$ cat src/rtl/arm_run_pkg.sv
// -----------------------------------------------------------------------------
// arm_run_pkg
//   Shared definitions for the ARM run-control sequencer:
//     - run_state_t        : 2-bit sequencer state (IDLE, RUN, PAUSE, DONE)
//     - HALT_INSTR_DEFAULT : "B ." branch-to-self, the end-of-program marker
//     - LED_*              : state encodings, so board top levels can decode
//                            the state output onto LEDs without the enum
//     - seq_next_pc()      : PC of the next instruction for sequential flow
// -----------------------------------------------------------------------------
package arm_run_pkg;

  typedef enum logic [1:0] {
    IDLE  = 2'd0,
    RUN   = 2'd1,
    PAUSE = 2'd2,
    DONE  = 2'd3
  } run_state_t;

  localparam logic [31:0] HALT_INSTR_DEFAULT = 32'hEAFF_FFFE;

  localparam logic [1:0] LED_IDLE  = 2'd0;
  localparam logic [1:0] LED_RUN   = 2'd1;
  localparam logic [1:0] LED_PAUSE = 2'd2;
  localparam logic [1:0] LED_DONE  = 2'd3;

  // ARM instructions are word sized; sequential flow advances by 4 bytes.
  function automatic logic [31:0] seq_next_pc(input logic [31:0] pc);
    return pc + 32'd4;
  endfunction

endpackage

$ cat src/rtl/rise_detect.sv
// -----------------------------------------------------------------------------
// rise_detect
//   One-cycle pulse on each rising edge of a level input (button request).
//   Ports:
//     clk    : system clock
//     reset  : synchronous, active-high reset
//     in     : level input
//     pulse  : high for one cycle when in rises (in & ~history)
// -----------------------------------------------------------------------------
module rise_detect (
  input  logic clk,
  input  logic reset,
  input  logic in,
  output logic pulse
);

  logic in_q;

  // The history register tracks the input level even while reset is held,
  // so a request held through reset does not fire on the release cycle.
  // NOTE: sequential state uses non-blocking (<=) so every flop samples the
  // pre-edge values of its inputs, independent of block ordering.
  always_ff @(posedge clk) begin
    if (reset) begin
      in_q <= in;
    end else begin
      in_q <= in;
    end
  end

  assign pulse = in & ~in_q & ~reset;

endmodule

$ cat src/rtl/arm_run_ctrl.sv
// -----------------------------------------------------------------------------
// arm_run_ctrl
//   Run-control sequencer for the single-cycle ARM core. Drives the core's
//   start enable (gates PC/state update) and provides run, single-step and
//   pause from board buttons. Stops the core on a PC breakpoint or on the
//   halt instruction, and counts executed instructions.
//
//   Parameters:
//     HALT_INSTR  : encoding that ends the program
//     CNT_W       : width of the executed-instruction counter
//   Ports:
//     clk, reset  : system clock, synchronous active-high reset
//     run_req     : run request (rising edge)
//     step_req    : single-step request (rising edge)
//     halt_req    : pause request (rising edge)
//     bp_en       : breakpoint enable (level)
//     bp_addr     : breakpoint PC (level)
//     PC, Instr   : current core PC and the instruction fetched there
//     start       : core enable; core executes Instr at PC when high
//     state       : registered state (IDLE=0, RUN=1, PAUSE=2, DONE=3)
//     halted_pc   : PC at which the core last stopped
//     instr_count : cycles with start=1, saturating
// -----------------------------------------------------------------------------
module arm_run_ctrl
  import arm_run_pkg::*;
#(
  parameter logic [31:0] HALT_INSTR = HALT_INSTR_DEFAULT,
  parameter int          CNT_W      = 32
) (
  input  logic             clk,
  input  logic             reset,
  input  logic             run_req,
  input  logic             step_req,
  input  logic             halt_req,
  input  logic             bp_en,
  input  logic [31:0]      bp_addr,
  input  logic [31:0]      PC,
  input  logic [31:0]      Instr,
  output logic             start,
  output logic [1:0]       state,
  output logic [31:0]      halted_pc,
  output logic [CNT_W-1:0] instr_count
);

  // ---------------------------------------------------------------------------
  // Request edge detection
  // ---------------------------------------------------------------------------
  logic run_p;
  logic step_p;
  logic halt_p;

  rise_detect u_run_edge (
    .clk   (clk),
    .reset (reset),
    .in    (run_req),
    .pulse (run_p)
  );

  rise_detect u_step_edge (
    .clk   (clk),
    .reset (reset),
    .in    (step_req),
    .pulse (step_p)
  );

  rise_detect u_halt_edge (
    .clk   (clk),
    .reset (reset),
    .in    (halt_req),
    .pulse (halt_p)
  );

  // ---------------------------------------------------------------------------
  // State
  // ---------------------------------------------------------------------------
  run_state_t       state_q;
  run_state_t       state_d;
  logic             step_active_q;
  logic             step_active_d;
  logic             bp_skip_q;
  logic             bp_skip_d;
  logic [31:0]      halted_pc_q;
  logic [31:0]      halted_pc_d;
  logic [CNT_W-1:0] count_q;

  // ---------------------------------------------------------------------------
  // Stop detection and core enable
  // ---------------------------------------------------------------------------
  logic       halt_hit;
  logic       bp_hit;
  logic       stop_now;
  logic       exec_slot;
  logic       start_int;
  run_state_t stop_state;

  assign halt_hit = (Instr == HALT_INSTR);
  // bp_skip suppresses the trap for exactly the instruction we stopped on,
  // so resuming from a breakpoint executes it instead of re-trapping.
  assign bp_hit   = bp_en & (PC == bp_addr) & ~bp_skip_q;
  assign stop_now = halt_hit | bp_hit;

  // A halt instruction ends the program; a breakpoint only pauses it.
  assign stop_state = halt_hit ? DONE : PAUSE;

  // The core never executes the instruction that triggered a stop.
  assign exec_slot = (state_q == RUN) | step_active_q;
  assign start_int = exec_slot & ~stop_now;

  // ---------------------------------------------------------------------------
  // Next-state logic
  // ---------------------------------------------------------------------------
  // NOTE: every variable driven here gets a default first, so no path leaves
  // one unassigned and no latch is inferred.
  always_comb begin
    state_d       = state_q;
    step_active_d = 1'b0;
    bp_skip_d     = bp_skip_q;
    halted_pc_d   = halted_pc_q;

    // The first executed instruction after a breakpoint re-arms it.
    if (start_int) begin
      bp_skip_d = 1'b0;
    end

    case (state_q)
      IDLE, PAUSE: begin
        if (step_active_q) begin
          // Step resolution: either stop on the target or run it once.
          if (stop_now) begin
            state_d     = stop_state;
            halted_pc_d = PC;
            bp_skip_d   = bp_hit;
          end else begin
            state_d     = PAUSE;
            halted_pc_d = seq_next_pc(PC);
          end
        end else if (step_p) begin
          // Step wins over a simultaneous run request.
          step_active_d = 1'b1;
        end else if (run_p) begin
          state_d = RUN;
        end
      end

      RUN: begin
        if (stop_now) begin
          state_d     = stop_state;
          halted_pc_d = PC;
          bp_skip_d   = bp_hit;
        end else if (halt_p) begin
          // The current instruction still executes this cycle, so the
          // resume point is the next sequential PC.
          state_d     = PAUSE;
          halted_pc_d = seq_next_pc(PC);
        end
      end

      DONE: begin
        // Sticky until reset.
      end

      default: begin
        state_d = IDLE;
      end
    endcase
  end

  // ---------------------------------------------------------------------------
  // Registers
  // ---------------------------------------------------------------------------
  always_ff @(posedge clk) begin
    if (reset) begin
      state_q       <= IDLE;
      step_active_q <= 1'b0;
      bp_skip_q     <= 1'b0;
      halted_pc_q   <= 32'd0;
    end else begin
      state_q       <= state_d;
      step_active_q <= step_active_d;
      bp_skip_q     <= bp_skip_d;
      halted_pc_q   <= halted_pc_d;
    end
  end

  // Executed-instruction counter; holds at all-ones instead of wrapping.
  always_ff @(posedge clk) begin
    if (reset) begin
      count_q <= '0;
    end else if (start_int && (count_q != {CNT_W{1'b1}})) begin
      count_q <= count_q + CNT_W'(1);
    end
  end

  // ---------------------------------------------------------------------------
  // Outputs
  // ---------------------------------------------------------------------------
  assign start       = start_int;
  assign state       = state_q;
  assign halted_pc   = halted_pc_q;
  assign instr_count = count_q;

endmodule

$ cat config.mk
export PLATFORM = sky130hd
export DESIGN_NAME = arm_run_ctrl
export DESIGN_NICKNAME = d
export VERILOG_FILES = /design/src/rtl/arm_run_pkg.sv /design/src/rtl/rise_detect.sv /design/src/rtl/arm_run_ctrl.sv
export SDC_FILE = /design/constraint.sdc
export NUM_CORES = 1
export LEC_CHECK = 0
export BUFFER_PORTS_ARGS = -buffer_cell sky130_fd_sc_hd__buf_2
export CORE_MARGIN = 2
export CORE_UTILIZATION = 29
export DETAILED_ROUTE_END_ITERATION = 6
export SYNTH_ARGS = -nofsm -noshare
export SYNTH_HDL_FRONTEND = slang
export SYNTH_SLANG_ARGS = --single-unit
$ cat constraint.sdc
create_clock -name clk -period 3.3 [get_ports clk]
set_clock_uncertainty 0.05 [all_clocks]
set_input_delay 0.825 -clock clk [delete_from_list [all_inputs] [get_ports clk]]
set_output_delay 0.825 -clock clk [all_outputs]
set_load 0.02 [all_outputs]
Word level (Yosys, flattened, before mapping)

Cells that the tools add are included.

Bits in registers: 71
Input bits: 102
Word-level logic and storage cells: 62

Equal/unequal tests: 9
Muxes and demuxes: 18
Bitwise logic cells: 18
Add/sub/neg operators: 2
Reduce and logical (&&, ||, !) cells: 7

Operator list:

| kind                                                            | number |
|---|---|
| 32-bit 2-to-1 mux                                               | 4 |
| 32-bit one-hot mux with 2 select lines                          | 1 |
| 32-bit by 1-bit adder with 32-bit output, second input constant | 1 |
| 32-bit by 3-bit adder with 32-bit output, second input constant | 1 |
| 32-bit == test                                                  | 1 |
| 32-bit == test, second input constant                           | 1 |
| 32-bit inequality test, second input constant                   | 1 |
| 2-bit 2-to-1 mux                                                | 5 |
| 1-bit AND                                                       | 9 |
| 3-bit inequality test, second input constant                    | 3 |
| 1-bit NOT                                                       | 7 |
| 1-bit 2-to-1 mux                                                | 6 |
| 2-bit one-hot mux with 2 select lines                           | 1 |
| 4-bit AND reduction                                             | 1 |
| 3-bit AND reduction                                             | 1 |
| 3-bit OR reduction                                              | 1 |
| 2-bit by 1-bit == test with 1-bit output, second input constant | 1 |
| 2-bit == test, second input constant                            | 1 |
| 2-bit zero test                                                 | 1 |
| 2-bit inequality test, second input constant                    | 1 |
| 1-bit bitwise OR                                                | 2 |
| 1-bit one-hot mux with 2 select lines                           | 1 |
| 2-bit nonzero test                                              | 1 |
| 2-bit OR reduction                                              | 1 |
| 1-bit logical AND                                               | 1 |

Depth between registers and ports, before layout

Gate-level depths: netlist of the first run.

Word-level depth: 10
Depth in mapped cells: 9

Modules after synthesis

From an unflattened synthesis of the first run, not the netlist that was laid out.

Cells, all modules: 552
Area total of the unflattened synthesis: 4586.9 sq um

Modules (own cells, without submodules):

| module       | area each (sq um) | instances | cells an instance |
|---|---|---|---|
| arm_run_ctrl | 4489.3            | 1         | 546 |
| rise_detect  | 32.5              | 3         | 2 |

Worst setup path after synthesis of the first run

Ideal clock, no wire load.

Kind: input -> output
From: in PC[14]
To: out start
Setup slack: -0.044 ns
Stages on the path: 8
Data arrival time: 2.469 ns
Required time: 2.425 ns
Path buffers: 3
Path through: clkbuf_2 xnor2_1 nand4_1 or4_4 o31ai_4 buf_6 buf_2 nor2_1

Cells in the longest elaborated chain, start to end: 6

RTL lines:

| item                    | line                | RTL |
|---|---|---|
| from (decl)             | arm_run_ctrl.sv:37  | `input logic [31:0] PC,` |
| 32-bit == test          | arm_run_ctrl.sv:99  | `assign bp_hit = bp_en & (PC == bp_addr) & ~bp_skip_q;` |
| 1-bit AND (2 in series) | arm_run_ctrl.sv:99  |  |
| 1-bit bitwise OR        | arm_run_ctrl.sv:100 | `assign stop_now = halt_hit \| bp_hit;` |
| 1-bit NOT               | arm_run_ctrl.sv:107 | `assign start_int = exec_slot & ~stop_now;` |
| 1-bit AND               | arm_run_ctrl.sv:107 |  |
| to (decl)               | arm_run_ctrl.sv:39  | `output logic start,` |

Every way passes these cells.

Worst setup path in the final report of the first run

From: in PC[20]
To: out start

Same word-level chain as after synthesis.

==> results of run 1 <==
## area by class of cell
type / instances / area, um^2
inverters: 21 / 78.8
clock buffers: 10 / 239
flip-flops and latches: 71 / 1420
repair buffers: 217 / 1260
clock inverters: 6 / 91.3
multi-input cells: 455 / 3290
fillers: 1710 / 9740
well taps: 220 / 275
## per-layer routing
metal  vias to the layer above  share of wire, %  GRT usage, %
met5                         -                 0             0
met4                         0               1.8          5.68
met3                        20               6.0          3.45
met2                       199                45          30.3
met1                      2605                47          28.9
li1                       2717                 -             -
## layout by cell type, fill, tap and decap left out, drive strengths merged, types with 3 or more instances in the layout
master	instances
a211oi	7
nor4	7
clkinv	3
o41ai	10
a21oi	41
nor2	24
inv	22
nor3	13
nand4b	4
nand2	29
and4	9
buf	217
or3	26
or2	4
and2	7
and3	8
or4	22
a31oi	13
a311oi	10
o21ai	15
o311ai	3
nand4	41
a31o	6
nor2b	3
nand2b	9
o211a	3
nand3	30
o221ai	16
clkbuf	10
dfxtp	71
a2111o	3
o31ai	22
xnor2	35
o2111a	5
## report_power, final
group	switching, mW	internal (mW)
Combinational	0.245	0.190
Sequential	0.0155	0.878
Clock	0.395	0.686
## stage by stage
stage	utilization (%)	power (mW)	TNS, ns	setup slack (ns)	area (um^2)
after CTS	39.5	2.40	0	0.000532	6480
after global routing	40.6	2.51	-0.0129	-0.0129	6660
after detailed placement	37.4	1.31	-0.0688	-0.0599	6130
final	40.6	2.41	0	0.0422	6660
after global placement	37.4	1.31	-0.0301	-0.0301	6130
after floorplan	-	1.12	0	0.00208	4850
## worst max path at each step
stage | from | endpoint | slack [ns] | cells past startpoint
after floorplan | PC[14] | start | 0.002 | 8
after global placement | bp_addr[30] | start | -0.03 | 7
after detailed placement | PC[3] | start | -0.06 | 7
after CTS | bp_addr[22] | start | 0.0005 | 7
after global routing | PC[20] | start | -0.01 | 7
final | PC[20] | start | 0.04 | 7
## registers in the layout, summed over array words and instances, names as in the netlist
signal            flops
bp_skip_q             1
halted_pc            32
instr_count          32
state                 2
step_active_q         1
u_halt_edge.in_q      1
u_run_edge.in_q       1
u_step_edge.in_q      1
## cell families after synthesis
| kind of cell | synth area share (%) |
|---|---|
| AOI/OAI and AO/OA | 26.3 |
| xor gates and xnor gates | 6.71 |
| adders and majority gates | 0.518 |
| buffers and inverters | 6.08 |
| DFF | 29.4 |
| muxes | 0.880 |
| and+or+nand+nor | 30.1 |
## timing repair
item                                    CTS  global route
endpoints found under the hold margin     0             0
endpoints found under the setup margin    1             1
pin swaps                                 0            11
setup buffers                             0             2
gates resized for setup                   2            28
gates cloned                              0             0
## worst min-delay path, cell delays in order, from the launching register on
cell and delay [ns]:
dfxtp_1 0.31, nand2_1 0.05, mux2i_1 0.05
==> summary.txt, run 1 <==
GRT Resource Usage Total: 19.9%
Global-route wire length before repair: 28200 um
Worst relative slew slack: 50.2%
Reg-to-reg endpoint: instr_count[16]$_SDFFE_PP0P_
Clock Latency Late Sink: 0.34 ns
Die height: 133 um
Hold wc startpoint: halted_pc[0]$_SDFFE_PP0P_
Worst Hold Depth: 2
Worst IR Drop VDD: 0.256 mV
Final Cycle Share: 98.7%
H-tree depth: 3
Buf/Inv on CP: 2
ANT cells: 0
Min Clock Period, post-route: 3.26 ns
DRT antenna net count: 0
Routed via count: 5541
First-iteration detailed-routing DRC count: 547
Die ar.: 17700 um^2
Hold worst-path end: halted_pc[0]$_SDFFE_PP0P_
Worst hold slack: 0.407 ns
Row count: 47
Hold buffer count at cts: 0
Share of the synthesized area in the top cell type: 29.4%
Asr flop ratio synth: 0%
Max Fclk: 0.307 GHz
# placed instances: 982
Required time worst endpoint: 2.42 ns
CTS Buf Count: 9
Die width: 133 um
Largest fanout on the critical path: 2
LEAKAGE: 2.66 nW
Grt total ovfl: 0
Core box area: 16400 um^2
Most common cell in the synthesized netlist: dfxtp_1
Final Max Tran Viols: 0
Syn_nets: 694
Layout cell share with drive strength beyond 1: 35.5%
Critical path arrival: 2.38 ns
Routed len/inst: 18.0 um
Layout Nets: 879
Sink Count: 71
Mean Syn Cell Area: 8.19 um^2
Clock slew at reported path FFs: 0.06 ns
Cell count after synthesis: 590
Final Wtd Congestion: 0.902
Flop and latch count out of synthesis: 71
Setup-failing EPs final: 0
Half-perimeter wire length after placement: 13500 um
Area leader, netlist: dfxtp_1
Status: completed
CTS tree: done
Post-synth EDFFs: 0
Reg2reg setup slack: 0.66 ns
# IOs: 169
Clock Root Buffer: clkbuf_16
Max-cap violations: 0
Synth Warn #: 0
CP Class: in -> out
Drt first pass iters: 5
Cell Chain, Critical Path: buf_2 -> xnor2_2 -> nand4_1 -> or4_4 -> o31ai_4 -> nor2_2 -> buf_6
Starting Density: 29.5%
CP delay by family, top: simple AND/OR/NAND/NOR gates
Mapped Area: 4830 um^2
Startpoint types: input port
Pwr Density: 362 nW/um^2
R2R depth: 6
Slowest cell delay on critical path: 0.57 ns
Worst R2R Start: instr_count[18]$_SDFFE_PP0P_
Non-Filler Instances: 1000
Area grow syn2layout: 37.9%
Final WL: 18000 um
Vias in the first global route: 5208
Register area share after synthesis: 29.4%
Vias per inst: 5.54
CTS max path bufs: 2
CP endpoint kind: primary output
Netlist cell types: 63
Top cells by area, synth: dfxtp_1 29%, xnor2_1 6.3%, nand4_1 5.3%, a21oi_1 4.2%, o31ai_1 3.3%
Initial antenna violation count: 0
Hold Crit Class: reg -> reg
Ys flop type: dfxtp_1
Port buffer count: 168
Synth cell count leaders: 71 x dfxtp_1, 41 x a21oi_1, 41 x nand4_1, 35 x xnor2_1, 30 x nand3_1
Tightest Pin Transition: 0.739 ns
DRC: 0
Slowest cell on crit path: or4_4
Pin count of the biggest net entering global routing: 50
Fin. Hold Viols: 0
No activity file was read; power rests on OpenSTA's default activity.
==> run 2, diff against run 1 <==
--- a/config.mk
+++ b/config.mk
@@ -7,8 +7,9 @@
 export LEC_CHECK = 0
 export BUFFER_PORTS_ARGS = -buffer_cell sky130_fd_sc_hd__buf_2
 export CORE_MARGIN = 2
-export CORE_UTILIZATION = 29
+export CORE_UTILIZATION = 46
 export DETAILED_ROUTE_END_ITERATION = 6
+export PLACE_DENSITY = 0.77
 export SYNTH_ARGS = -nofsm -noshare
 export SYNTH_HDL_FRONTEND = slang
 export SYNTH_SLANG_ARGS = --single-unit
==> run 2 against run 1 <==
First-iteration DRC count shrank 14%. Core utilization grew 20 points. Count of clock-buffer cells in the layout is the same. Worst setup slack gained 0.021 ns. Cell area shrank 6.8%. Via count grew 1.8%. Cell count shrank 9.4%. Critical path type unchanged. Largest cell class unchanged. Largest power group is now sequential cells.
==> summary.txt, run 2 (same netlist as run 1, synthesis figures left out) <==
Status: completed
Setup-failing EPs final: 0
Clock Root Buffer: clkbuf_8
Worst R2R Start: instr_count[18]$_SDFFE_PP0P_
Clock slew at reported path FFs: 0.07 ns
Combinational group share of total power: 19.9%
Flop pwr share: 44.4%
ANT cells: 0
Max Fclk: 0.309 GHz
H-tree depth: 3
# IOs: 169
Pin count of the biggest net entering global routing: 45
CTS tree: done
Reg-to-reg endpoint: instr_count[15]$_SDFFE_PP0P_
CTS max path bufs: 2
Required time worst endpoint: 2.42 ns
Clock Latency Late Sink: 0.37 ns
Vias per inst: 6.23
LEAKAGE: 2.48 nW
Multi-input logic area: 3180 um^2
Area grow syn2layout: 28.5%
Commonest cells after routing, fill and taps aside: 168 x buf_2, 71 x dfxtp_1, 41 x nand4_1, 41 x a21oi_1, 38 x buf_4
Routed len/inst: 19.3 um
Hold wc startpoint: halted_pc[6]$_SDFFE_PP0P_
Non-Filler Instances: 906
FF+latch area: 1420 um^2
First-iteration detailed-routing DRC count: 473
Die width: 106 um
Final Cycle Share: 98.1%
Core box area: 10300 um^2
Die ar.: 11300 um^2
Final Max Tran Viols: 0
CP endpoint kind: primary output
Final Wtd Congestion: 0.978
Fin. Hold Viols: 0
Layout cell share with drive strength beyond 1: 33.4%
GRT Resource Usage Total: 30.8%
Routed via count: 5642
CTS Buf Count: 9
Sw Ratio: 30.0%
Post-place setup slack: -0.0333 ns
# fillers: 944
Hold buffer count at cts: 0
Max-cap violations: 0
Worst Hold Depth: 2
Post-route setup slack: 0.0634 ns
Drt first pass iters: 5
Clock share of power: 35.7%
CP Class: in -> out
DRC: 0
Most common cell after layout, fill and taps aside: buf_2
Pwr Density: 323 nW/um^2
Half-perimeter wire length after placement: 13400 um
Largest fanout on the critical path: 4
Final WL: 17500 um
Worst IR Drop VDD: 0.215 mV
Hold worst-path end: halted_pc[6]$_SDFFE_PP0P_
Reg2reg setup slack: 0.59 ns
Global-route wire length before repair: 28000 um
DRT antenna net count: 0
Startpoint types: input port
RSZ-0062 raised after global routing: no
Port buffer count: 168
Internal Power: 1.41 mW
Psw: 602 uW
Final Util: 60.4%
Row count: 37
Vias in the first global route: 5395
Sink Count: 71
Initial antenna violation count: 0
# placed instances: 891
Die height: 106 um
Grt total ovfl: 0
Design Power: 2.01 mW
Min Clock Period, post-route: 3.24 ns
Critical path arrival: 2.36 ns
Tightest Pin Transition: 1.03 ns
Layout Nets: 870
Starting Density: 47.0%
Worst relative slew slack: 31.4%
Hold Crit Class: reg -> reg
R2R depth: 7
run 2: cell count changes in the layout (fill, tap and decap cells not counted), sizes merged:
cell / before / now
buf: 217 / 208
clkinvlp: 0 / 2
bufinv: 2 / 1
clkinv: 3 / 2
inv: 22 / 21
run 2: power by group through the flow:
stage / sequential [mW] / clock [mW] / combinational [mW]
floorplan: 0.930 / 0 / 0.190
global placement: 0.911 / 0 / 0.378
detailed placement: 0.913 / 0 / 0.384
CTS: 0.893 / 0.723 / 0.387
global route: 0.895 / 0.759 / 0.428
finish: 0.893 / 0.717 / 0.400
run 2: stage by stage:
| step | setup TNS, ns | hold slack [ns] | area (um^2) |
|---|---|---|---|
| after floorplan | 0 | 0.416 | 4850 |
| after global placement | 0 | 0.388 | 5980 |
| after detailed placement | -0.0387 | 0.391 | 5980 |
| after CTS | 0 | 0.409 | 6180 |
| after global routing | 0 | 0.420 | 6210 |
| final | 0 | 0.404 | 6210 |
run 2: worst max-delay path by stage:
stage / slack [ns] / endpoint / from
6_report: 0.06 / start / PC[28]
5_1_grt: 0.005 / start / PC[17]
4_1_cts: 0.006 / start / PC[31]
3_5_place_dp: -0.03 / halted_pc[3]$_SDFFE_PP0P_ / PC[30]
3_3_place_gp: 0.02 / start / bp_addr[31]
2_1_floorplan: 0.002 / start / PC[14]
run 2: timing repair:
action                     in CTS  in global routing
resized for setup               1                  4
buffers inserted                0                  0
setup endpoints to repair       1                  1
run 2: final cells by class:
| class | instances | area share [%] |
|---|---|---|
| Timing Repair Buffer | 208 | 18.8 |
| Clock inverter | 5 | 0.947 |
| Multi-Input combinational cell | 455 | 51.2 |
| Tap cell | 136 | 2.74 |
| Sequential cell | 71 | 22.9 |
| Clock buffer | 10 | 2.22 |
| Inverter | 21 | 1.27 |
run 2: critical path: stages:
cell and delay (ns):
buf_2 0.13, xnor2_1 0.24, nand4_1 0.14, or4_4 0.53
o31ai_4 0.22, nor2_1 0.09, buf_2 0.18
run 2: routing by layer:
layer  wire, um  track usage [%]
met5          0                0
met4        414             10.5
met3       1150             4.60
met2       8220             49.5
met1       7660             42.3
==> run 3, diff against run 2 <==
--- a/config.mk
+++ b/config.mk
@@ -10,6 +10,7 @@
 export CORE_UTILIZATION = 46
 export DETAILED_ROUTE_END_ITERATION = 6
 export PLACE_DENSITY = 0.77
+export RECOVER_POWER = 25
 export SYNTH_ARGS = -nofsm -noshare
 export SYNTH_HDL_FRONTEND = slang
 export SYNTH_SLANG_ARGS = --single-unit
==> run 3 against run 2 <==
The flow now finishes with violations (capacitance limit, slew limit). Critical path type unchanged. Non-clock buffer count unchanged. Critical endpoint unchanged. Flip-flop and latch count unchanged. Via count grew 0.28%. Cell area is 0.68% lower.
==> summary.txt, run 3 (same netlist as run 1, synthesis figures left out) <==
Buf/Inv on CP: 2
# placed instances: 891
Hold buffer count at cts: 0
Die ar.: 11300 um^2
DRT antenna net count: 0
Status: complete, but fails checks
Pin count of the biggest net entering global routing: 45
Worst hold slack: 0.406 ns
Die width: 106 um
Most common cell after layout, fill and taps aside: buf_2
Slowest cell delay on critical path: 0.56 ns
Vias per inst: 6.25
Slowest cell on crit path: or4_4
Final Wtd Congestion: 0.978
Core box area: 10300 um^2
CP most frequent cell: buf_2
First-iteration detailed-routing DRC count: 526
GRT Resource Usage Total: 30.8%
Layout Nets: 870
Grt total ovfl: 0
H-tree depth: 3
Required time worst endpoint: 2.42 ns
Global-route wire length before repair: 28000 um
Min Clock Period, post-route: 3.24 ns
CTS max path bufs: 2
Initial antenna violation count: 0
Row count: 37
Max Fclk: 0.309 GHz
Half-perimeter wire length after placement: 13400 um
Non-Filler Instances: 906
Startpoint types: input port
Worst IR Drop VDD: 0.215 mV
Design Power: 2.00 mW
Worst relative slew slack: -35.7%
Tightest Pin Transition: 2.03 ns
Port buffer count: 168
Final Max Tran Viols: 45
Sink Count: 71
Clock slew at reported path FFs: 0.08 ns
# IOs: 169
Clock Root Buffer: clkbuf_8
Failing checks: capacitance limit, slew limit
Placement Cell Area: 5980 um^2
Die height: 106 um
Routed via count: 5658
Routed len/inst: 19.3 um
Vias in the first global route: 5395
CTS Buf Count: 9
Hold Crit Class: reg -> reg
Critical path arrival: 2.36 ns
Design area: 6170 um^2
Fin. Hold Viols: 0
RSZ-0062 raised after global routing: no
Largest fanout on the critical path: 4
Max-cap violations: 1
Drt first pass iters: 7
Area grow syn2layout: 27.7%
Commonest cells after routing, fill and taps aside: 137 x buf_2, 71 x dfxtp_1, 41 x nand4_1, 41 x a21oi_1, 37 x buf_4
CP delay by family, top: simple AND/OR/NAND/NOR gates
DRC: 0
CP Class: in -> out
Clock Latency Late Sink: 0.37 ns
Starting Density: 47.0%
Final WL: 17500 um
ANT cells: 0
Layout cell share with drive strength beyond 1: 29.2%
Pwr Density: 325 nW/um^2
CTS tree: done
LEAKAGE: 2.35 nW
Final Cycle Share: 98.1%
Setup-failing EPs final: 0
CP endpoint kind: primary output
Cell Chain, Critical Path: buf_2 -> xnor2_1 -> nand4_1 -> or4_4 -> o31ai_4 -> nor2_1 -> buf_2
==> run 3: changes by cell type in the layout (fill, tap and decap cells not counted), sizes merged <==
| cell | before | now |
|---|---|---|
| buf | 208 | 176 |
| clkbuf | 10 | 42 |
==> run 3: worst reg2reg max path, delay by kind of cell (launching register included) <==
kind,cells,cell delay [ns]
AO/OA/AOI/OAI,2,0.63
buffers and inverters,1,0.28
flip-flops,1,0.42
AND/OR/NAND/NOR,4,1.19
==> run 3: cell type report <==
class,instances,area (um^2)
Clock buffer,10,138
Tap cell,136,170
Sequential cell,71,1420
Inverter,21,78.8
Clock inverter,5,58.8
Timing Repair Buffer,208,1120
Multi-Input combinational cell,455,3180
Fill cell,961,4110
==> run 3: repair_timing <==
action / 4_1_cts / 5_1_grt
buffers inserted: 0 / 0
setup endpoints to repair: 1 / 1
resized for setup: 1 / 4
==> run 3: final timing paths <==
kind | from | endpoint | slack, ns | cells after the start
worst max-delay path | PC[17] | start | 0.06 | 7
worst min-delay path | halted_pc[6]$_SDFFE_PP0P_ | halted_pc[6]$_SDFFE_PP0P_ | 0.41 | 2
worst max register to register | instr_count[18]$_SDFFE_PP0P_ | instr_count[15]$_SDFFE_PP0P_ | 0.51 | 7
worst min register to register | halted_pc[6]$_SDFFE_PP0P_ | halted_pc[6]$_SDFFE_PP0P_ | 0.41 | 2
==> run 3: layer usage <==
metal / up-vias / GRT usage (%) / part of all wire (%)
met5: - / 0 / 0
met4: 0 / 10.5 / 2.0
met3: 29 / 4.60 / 6.9
met2: 258 / 49.5 / 47
met1: 2690 / 42.3 / 44
li1: 2681 / - / -
==> run 3: metrics by stage <==
step	setup WS, ns	TNS, ns	util [%]
finish	0.0613	0	60.0
global route	0.00523	0	60.0
CTS	0.00602	0	60.1
detailed placement	-0.0333	-0.0387	58.2
global placement	0.0202	0	58.2
floorplan	0.00208	0	-
==> run 3: where the power goes <==
part | switching, mW | internal, mW
registers | 0.0161 | 0.877
logic | 0.235 | 0.161
clock network | 0.349 | 0.365
